[src/rtl/uart_tx_fifo.sv]
// Byte FIFO ahead of the UART controller: first-word-fall-through valid/ready
// output, occupancy counter, and a sticky flag for bytes dropped while full.
module uart_tx_fifo #(
    parameter int unsigned DEPTH = 16,
    parameter int unsigned WIDTH = 8
) (
    input  logic                       clk_i,
    input  logic                       rst_i,
    input  logic                       flush_i,
    input  logic [WIDTH-1:0]           data_i,
    input  logic                       wr_i,
    output logic                       full_o,
    output logic [WIDTH-1:0]           data_o,
    output logic                       valid_o,
    input  logic                       ready_i,
    output logic [$clog2(DEPTH):0]     count_o,
    output logic                       overflow_o
);

    localparam int unsigned AW = $clog2(DEPTH);
    localparam int unsigned CW = AW + 1;

    logic [WIDTH-1:0] mem [DEPTH];
    logic [AW-1:0]    wp;
    logic [AW-1:0]    rp;
    logic [CW-1:0]    count_nxt;
    logic             push;
    logic             pop;
    logic             drop;

    // A pop frees a slot in the same edge, so a write to a full FIFO is
    // still accepted when the consumer is taking the head byte.
    always_comb begin
        pop  = valid_o & ready_i;
        push = wr_i & (~full_o | pop);
        drop = wr_i & full_o & ~pop;
        count_nxt = count_o;
        case ({push, pop})
            2'b10:   count_nxt = count_o + CW'(1);
            2'b01:   count_nxt = count_o - CW'(1);
            default: count_nxt = count_o;
        endcase
    end

    // Status flags are flopped from the next count so they change on the
    // same edge as the occupancy and never depend on wr_i combinationally.
    always_ff @(posedge clk_i) begin
        if (rst_i || flush_i) begin
            wp         <= '0;
            rp         <= '0;
            count_o    <= '0;
            full_o     <= 1'b0;
            valid_o    <= 1'b0;
            overflow_o <= 1'b0;
        end else begin
            if (push) begin
                wp <= wp + AW'(1);
            end
            if (pop) begin
                rp <= rp + AW'(1);
            end
            count_o <= count_nxt;
            full_o  <= (count_nxt == CW'(DEPTH));
            valid_o <= (count_nxt != '0);
            if (drop) begin
                overflow_o <= 1'b1;
            end
        end
    end

    // Storage array is intentionally not reset.
    always_ff @(posedge clk_i) begin
        if (!rst_i && !flush_i && push) begin
            mem[wp] <= data_i;
        end
    end

    assign data_o = mem[rp];

endmodule

[config.mk]
export PLATFORM = sky130hd
export DESIGN_NAME = uart_tx_fifo
export DESIGN_NICKNAME = d
export VERILOG_FILES = /design/src/rtl/uart_tx_fifo.sv
export SDC_FILE = /design/constraint.sdc
export NUM_CORES = 1
export LEC_CHECK = 0
export BUFFER_PORTS_ARGS = -buffer_cell sky130_fd_sc_hd__buf_2
export CAP_MARGIN = 25
export CORE_MARGIN = 4
export CORE_UTILIZATION = 45
export DETAILED_ROUTE_END_ITERATION = 12
export PLACE_DENSITY = 0.64
export SYNTH_ARGS = -nofsm -noshare
export SYNTH_HDL_FRONTEND = slang
export SYNTH_SLANG_ARGS = --single-unit
[constraint.sdc]
create_clock -name clk_i -period 3.23 [get_ports clk_i]
set_clock_uncertainty 0.15 [all_clocks]
set_input_delay 0.323 -clock clk_i [delete_from_list [all_inputs] [get_ports clk_i]]
set_output_delay 0.323 -clock clk_i [all_outputs]
set_load 0.05 [all_outputs]
==> flow_summary.yaml, run 1 <==
synthesis:
  yosys.cell_types.count: 36
  syn_area_sq_um: 5950
  async_flop_share_pct: 0
  yosysWarnings: 0
  synth_top_area_cell: "edfxtp_1"
  synth_top_area_share_pct: 64.6
  synth_edf_count: 128
  synth_ff_type: "edfxtp_1"
  yosysSeqAreaShare_pct: 71.3
  ys_ff_latch: 148
  synth_nets: 325
  synth_cells: 304
  avgSynthCellArea_sq_um: 19.6
  synthTopCellsByArea: "edfxtp_1 65%, mux4_1 11%, dfxtp_1 6.7%, mux4_2 6.1%, nor2_1 1.7%"
worst_setup_path:
  worst-endpoint-required_ps: 2760
  ff2ff_path_depth: 11
  start_kind: "flop"
  crit_fanout: 13
  critPathKind: "flop to output pin"
  end_kind: "output pin"
  reg2reg_slack_ps: 550
  arrival_ps: 2510
  r2r_end: "full_o"
  r2r-start: "valid_o"
drt:
  route.detailed.drc: 0
  routed-via-count: 2919
  final_antenna_net_count: 0
  routedWlPerCell_um: 21.2
  vias_per_cell: 5.41
  first_iter_violations: 203
  drtPass1Iterations: 4
  wl_um: 11500
cts:
  htreeDepth: 4
  cts_buffer_depth: 2
  clk_pin_slew_worst_paths_ps: 60
  insertion_delay_ps: 420
  tritoncts: "done"
  root_buffer: "clkbuf_16"
  clock_sinks: 148
  cts_hold_buf: 0
  numCtsBuffers: 17
  cts_resized: 0
  cts_setup_buffers: 0
sta:
  finalMaxSlewViolations: 0
  timing.final.crit_period_ps: 2990
  rsz0062_at_grt: "no"
  fmax_mhz: 335
  fin_ws_ps: 243
  tns_ps: 0
  maxSlewHeadroom_pct: 54.1
  setup_viol: 0
  min_period_over_period_pct: 92.5
  hold_viol_final: 0
  worstMarginPinSlew_ps: 688
grt:
  gr-usage-met2_pct: 25.8
  met1_usage_pct: 22.2
  grt_pass1_wl_um: 17400
  grt_most_used_layer: "met2"
  grt_util_met3_pct: 4.62
  grt_max_degree: 33
  grt_antenna_before_repair: 0
  grt_overflow_total: 0
  grt_pass1_vias: 2976
  grt_usage_pct: 16.7
worst_hold_path:
  hold_class: "primary input to flop"
  hp-start: "wr_i"
  holdPathStages: 3
  holdPathEnd: "overflow_o"
final_layout:
  nNetsFinal: 378
  final.fill_count: 987
  syn_to_final_growth_pct: 17.1
  drive_above_1_share_pct: 26.1
  fin_cells: 540
  antenna_cells: 0
placed_design:
  gp_congestion: 0.807
  placed_cells: 510
  pre_cts_ws_ps: 517
  dp_hpwl_um: 7390
  portBuffers: 28
floorplan:
  row_count: 41
  die_h_um: 123
  die_w_um: 123
  die-area_sq_um: 15100
  initial_core_util_pct: 46.6
  top_level_ports: 29
  placeableCoreArea_sq_um: 12800
pwr:
  power_density_nw_per_um2: 607
  irDropWorstVdd_mv: 0.302
  power_leakage_uw: 0.00235
flow_run:
  drv_cap: 0
run_status:
  status: "completed"
worst max-delay path, cell delays in order, from the launching register on:
cell and delay, ps:
dfxtp_2 440, buf_4 300, mux4_1 600, mux4_2 510, buf_2 240
cell type report:
type                            instances  area, sq um  share of cell area (%)
Clock buffer                           18          429                    6.16
Clock inverter                         12          181                    2.60
Sequential cell                       148         4250                    60.9
Inverter                                4         15.0                   0.215
Multi-Input combinational cell        137         1580                    22.7
Timing Repair Buffer                   49          298                    4.27
Tap cell                              172          215                    3.09
kinds of logic after synthesis:
kind of cell | count (synthesis) | share of synthesized area [%]
buffers and inverters | 19 | 2.04
DFF | 148 | 71.3
xor gates and xnor gates | 10 | 1.47
and+or+nand+nor | 61 | 4.77
adders and majority gates | 8 | 1.68
muxes | 42 | 17.0
AOI/OAI and AO/OA | 16 | 1.70
cells in the mapped netlist (2+ instances only):
master    number
a21o_1         2
a21oi_1        3
a31oi_1        4
buf_1          4
buf_8          2
clkbuf_1       6
dfxtp_1       20
edfxtp_1     128
ha_1           8
inv_1          4
mux2i_1        2
mux4_1        24
mux4_2        16
nand2_1       14
nand2b_1       2
nand4_1        2
nor2_1        27
nor2b_1        5
nor3_1         5
o21ai_0        2
xnor2_1        3
xor2_1         7
registers in the layout, indices dropped and copies added, names as in the netlist, named ones only:
signal and cells:
valid_o 1, overflow_o 1, count_o 5, mem 128, full_o 1, rp 4, wp 4
through the flow:
step,cell area (sq um),hold WS (ps),utilization (%),power (uW)
after global placement,6360,306,49.8,2250
after floorplan,5950,272,-,2200
after detailed placement,6360,321,49.8,2250
final,6970,14.1,54.5,4230
after CTS,6970,6.56,54.5,4260
after global routing,6970,37.9,54.5,4350
layer usage:
metal  wire (um)  vias to the layer above
met3         603                       22
met5           0                        -
li1            -                     1339
met1        5030                     1478
met4         240                        0
met2        5590                       80
cells in the final DEF, fill, tap and decap left out, types with 7 or more instances in the layout:
cell type,n
clkbuf_16,17
mux4_1,24
nand2_1,14
nor2_1,27
dfxtp_1,19
mux4_2,16
buf_4,21
edfxtp_1,128
buf_2,28
xor2_1,7
ha_1,8
worst max path at each step:
stage                endpoint  cells past startpoint  startpoint  slack [ps]
floorplan              full_o                     12     valid_o         120
global placement       full_o                     12     ready_i         610
detailed placement     full_o                     12     ready_i         520
CTS                 data_o[6]                      4        flop         210
global route        data_o[7]                      4        flop         150
finish              data_o[7]                      4        flop         240
power breakdown:
part / switching [uW] / internal [uW]
Sequential: 5.96 / 2080
Combinational: 80.4 / 40.2
Clock: 736 / 1290
Total: 822 / 3410
Power figures use the tool's default switching activity.
==> run 2: changes to the inputs <==
- CTS_CLUSTER_SIZE: not set -> 14
- HOLD_SLACK_MARGIN: not set -> 0.08
- MAX_ROUTING_LAYER: not set -> met4
==> run 2 against run 1 <==
Die area is the same. Clock power hardly changed. Non-clock buffer count is 1 higher. Routed wire length fell by 0.76%. Utilization up 0.078 points. Final area increased by 0.14%. Global-route usage up 0.45 points. Maximum frequency hardly changed. Largest power group unchanged. Highest routed layer unchanged.
==> flow_summary.yaml, run 2 (synthesis results as in run 1) <==
run_status:
  status: "completed"
worst_setup_path:
  arrival_ps: 2510
  start_kind: "flop"
  critPathBufInv: 2
  critPathKind: "flop to output pin"
  end_kind: "output pin"
  crit_chain: "buf_4 -> mux4_1 -> mux4_2 -> buf_2"
  worst-endpoint-required_ps: 2760
  cp_top_family: "multiplexers"
  crit_fanout: 13
  cp_slowest_cell: "mux4_1"
  cpPeakStageDelay_ps: 600
final_layout:
  largest_reg_flops: 128
  nNetsFinal: 379
  regMostFlops: "mem"
  antenna_cells: 0
  layout_common_cells: "128 x edfxtp_1, 28 x buf_2, 27 x nor2_1, 24 x mux4_1, 21 x buf_4"
  final.fill_count: 986
  top_regs: "mem x128, count_o x5"
  final_common_cell: "edfxtp_1"
  syn_to_final_growth_pct: 17.3
  drive_above_1_share_pct: 26.0
sta:
  tns_ps: 0
  setup_viol: 0
  rsz0062_at_grt: "no"
  hold_viol_final: 0
  min_period_over_period_pct: 92.4
  worstMarginPinSlew_ps: 682
  timing.final.crit_period_ps: 2990
  finalMaxSlewViolations: 0
  fmax_mhz: 335
  maxSlewHeadroom_pct: 54.5
  whs_ps: 126
pwr:
  power.total_uw: 4220
  power_leakage_uw: 0.00235
  seqPwrFrac_pct: 49.5
  p_sw_share_pct: 19.3
  irDropWorstVdd_mv: 0.299
  p_sw_uw: 813
  p_comb_share_pct: 2.9
  p_int_uw: 3410
  clockPowerShare_pct: 47.7
  power_density_nw_per_um2: 605
floorplan:
  die_h_um: 123
  row_count: 41
  die-area_sq_um: 15100
  initial_core_util_pct: 46.6
  die_w_um: 123
  placeableCoreArea_sq_um: 12800
  top_level_ports: 29
placed_design:
  portBuffers: 28
  gp_congestion: 0.818
  dp_hpwl_um: 7390
cts:
  htreeDepth: 4
  tritoncts: "done"
  root_buffer: "clkbuf_16"
  numCtsBuffers: 17
  cts_setup_buffers: 0
  insertion_delay_ps: 420
  clock_sinks: 148
  cts_hold_buf: 1
  clk_pin_slew_worst_paths_ps: 60
  cts_buffer_depth: 2
  cts_resized: 0
grt:
  grt_max_degree: 33
  grt_antenna_before_repair: 0
  grt_pass1_wl_um: 17400
  grt_pass1_vias: 2979
  grt_overflow_total: 0
  grt_usage_pct: 17.1
drt:
  first_iter_violations: 216
  routed-via-count: 2937
  vias_per_cell: 5.43
  wl_um: 11400
  drtPass1Iterations: 4
  routedWlPerCell_um: 21.0
  route.detailed.drc: 0
  final_antenna_net_count: 0
worst_hold_path:
  hold_class: "primary input to flop"
flow_run:
  drv_cap: 0
-- run 2: cell count changes in the layout (fill, tap and decap cells not counted) --
cell	delta
dlygate4sd3_1	+1
-- run 2: worst min-delay path: stages --
cell and delay (ps):
buf_2 80, nand2_1 80, nand2_1 80, a21oi_1 70
-- run 2: metrics by stage --
stage	setup WS (ps)	utilization, %	cells	instance area (sq um)
after floorplan	119	-	304	5950
after detailed placement	517	49.8	510	6360
final	245	54.6	541	6980
after CTS	208	54.6	541	6980
after global routing	151	54.6	541	6980
after global placement	609	49.8	510	6360
-- run 2: routing by layer --
metal	wire length, um	track usage (%)	vias up
met2	5580	25.8	87
met3	677	4.25	21
met4	191	7.27	0
met5	0	-	-
li1	-	-	1344
met1	4930	22.4	1485
-- run 2: worst paths after layout --
check,from,to,slack [ps],depth (start not counted)
hold reg to reg,overflow_o,overflow_o,320,2
setup reg to reg,valid_o,full_o,550,11
setup / recovery,flop,data_o[7],240,4
hold / removal,ready_i,flop,130,4
-- run 2: final cells by class --
cell class	count	area [sq um]	share of cell area, %
clock buffer	18	429	6.15
timing repair buffer	50	308	4.41
inverter	4	15.0	0.215
clock inverter	12	181	2.60
sequential	148	4250	60.8
tap	172	215	3.08
multi-input combinational	137	1580	22.7
-- run 2: power by group through the flow --
| stage | Sequential (uW) | Clock, uW | Combinational, uW |
|---|---|---|---|
| global route | 2090 | 2130 | 132 |
| floorplan | 2140 | 0 | 67.3 |
| detailed placement | 2130 | 0 | 122 |
| global placement | 2130 | 0 | 119 |
| finish | 2090 | 2010 | 121 |
| CTS | 2090 | 2050 | 123 |
==> run 3: changes to the inputs <==
--- a/config.mk
+++ b/config.mk
@@ -15,4 +15,5 @@
 export MAX_ROUTING_LAYER = met4
 export PLACE_DENSITY = 0.64
+export SKIP_LAST_GASP = 1
 export SYNTH_ARGS = -nofsm -noshare
 export SYNTH_HDL_FRONTEND = slang
--- a/constraint.sdc
+++ b/constraint.sdc
@@ -3,3 +3,3 @@
 set_input_delay 0.323 -clock clk_i [delete_from_list [all_inputs] [get_ports clk_i]]
 set_output_delay 0.323 -clock clk_i [all_outputs]
-set_load 0.05 [all_outputs]
+set_load 0.005 [all_outputs]
==> run 3 against run 2 <==
Count of clock-buffer cells in the layout is the same. Sequential power is essentially flat. Highest routed layer unchanged. Maximum frequency grew 7.1%. Critical path depth is the same. Worst hold slack gained 5.4 ps. First-iteration DRC count grew 4.2%. Non-clock buffer count is the same. Critical path type unchanged.
==> flow_summary.yaml, run 3 (synthesis results as in run 1) <==
floorplan:
  die_w_um: 123
  die-area_sq_um: 15100
  row_count: 41
  placeableCoreArea_sq_um: 12800
  initial_core_util_pct: 46.6
  die_h_um: 123
  top_level_ports: 29
sta:
  min_period_over_period_pct: 86.3
  setup_viol: 0
  fin_ws_ps: 442
  fmax_mhz: 359
  tns_ps: 0
  worstMarginPinSlew_ps: 692
  hold_viol_final: 0
  rsz0062_at_grt: "no"
  finalMaxSlewViolations: 0
  timing.final.crit_period_ps: 2790
  maxSlewHeadroom_pct: 53.8
grt:
  grt_antenna_before_repair: 0
  grt_max_degree: 33
  grt_pass1_wl_um: 18500
  grt_usage_pct: 17.8
  grt_overflow_total: 0
  grt_pass1_vias: 3063
final_layout:
  final_common_cell: "edfxtp_1"
  seq_area_sq_um: 4250
  regMostFlops: "mem"
  layout_common_cells: "128 x edfxtp_1, 28 x buf_2, 27 x nor2_1, 24 x mux4_1, 20 x buf_4"
  largest_reg_flops: 128
  nNetsFinal: 379
  final.fill_count: 986
  top_regs: "mem x128, count_o x5"
  fin_cells: 543
  drive_above_1_share_pct: 26.4
  syn_to_final_growth_pct: 18.4
  multi_input_area_sq_um: 1580
  antenna_cells: 0
  final_area_sq_um: 7040
placed_design:
  portBuffers: 28
  pre_cts_ws_ps: 524
  gp_congestion: 0.823
  placed_cells: 510
  dpl_cell_area_sq_um: 6370
  dp_hpwl_um: 7190
run_status:
  status: "completed"
drt:
  final_antenna_net_count: 0
  wl_um: 11700
  first_iter_violations: 225
  drtPass1Iterations: 5
  routedWlPerCell_um: 21.6
  vias_per_cell: 5.49
  route.detailed.drc: 0
  routed-via-count: 2982
cts:
  htreeDepth: 4
  cts_buffer_depth: 2
  insertion_delay_ps: 410
  clock_sinks: 148
  cts_resized: 0
  root_buffer: "clkbuf_16"
  cts_setup_buffers: 0
  numCtsBuffers: 17
  tritoncts: "done"
  clk_pin_slew_worst_paths_ps: 60
worst_setup_path:
  crit_chain: "buf_12 -> mux4_1 -> mux4_2 -> buf_2"
  arrival_ps: 2310
  start_kind: "flop"
  cp_top_family: "multiplexers"
  r2r_end: "full_o"
  r2r-start: "valid_o"
  ff2ff_path_depth: 11
  cpPeakStageDelay_ps: 620
  worst-endpoint-required_ps: 2760
  reg2reg_slack_ps: 590
  critPathKind: "flop to output pin"
  critPathBufInv: 2
  crit_fanout: 32
  cp_slowest_cell: "mux4_1"
  end_kind: "output pin"
pwr:
  power_leakage_uw: 0.00238
  power_density_nw_per_um2: 620
  irDropWorstVdd_mv: 0.360
  power.total_uw: 4360
worst_hold_path:
  hp-start: "ready_i"
  hold_class: "primary input to flop"
  holdPathStages: 4
flow_run:
  drv_cap: 0
[run 3: cell count changes in the layout (fill, tap and decap cells not counted)]
cell       change
buf_12         +1
bufinv_16      +2
clkinv_4       -1
clkinv_2       +2
buf_4          -1
inv_6          -1
[run 3: area by class of cell]
cell class                 count  share of cell area (%)
clock buffer                  18                    6.09
clock inverter                14                    3.32
inverter                       4                   0.213
multi-input combinational    137                    22.5
sequential                   148                    60.3
tap                          172                    3.06
timing repair buffer          50                    4.55
[run 3: power breakdown]
part           switching (uW)  total [uW]  leakage [uW]  internal, uW
combinational            60.8         103      0.000744          41.7
sequential               5.34        2090       0.00131          2080
clock                     729        2170      0.000324          1440
total                     795        4360       0.00238          3570
[run 3: layer usage]
metal / track usage [%] / share of wire [%]
met1: 23.1 / 44
met2: 26.9 / 49
met3: 5.22 / 5.0
met4: 6.99 / 1.7
met5: - / 0
[run 3: how the worst max path moves through the flow]
stage | start | to | depth (start not counted)
after CTS | flop | data_o[7] | 4
final | flop | data_o[7] | 4
after detailed placement | ready_i | full_o | 12
after global placement | ready_i | full_o | 12
after floorplan | valid_o | full_o | 12
after global routing | wr_i | full_o | 12
[run 3: per-stage QoR]
stage	hold WS, ps	utilization (%)
2_1_floorplan	272	-
3_3_place_gp	311	49.9
3_5_place_dp	311	49.9
4_1_cts	112	55.1
5_1_grt	120	55.1
6_report	131	55.1
[run 3: worst reg2reg max path, cell delays in order, from the launching register on]
cell and delay [ps]:
dfxtp_1 330, nand2_1 110, a21boi_1 190, inv_1 110, ha_1 320, xor2_1 200, ha_1 220, a21oi_1 160
mux2i_1 230, xor2_1 190, and2_1 160, nor4bb_1 190
[run 3: what timing repair did]
item,CTS,global route
hold buffers,1,0
setup endpoints to repair,0,0
hold endpoints to repair,1,0
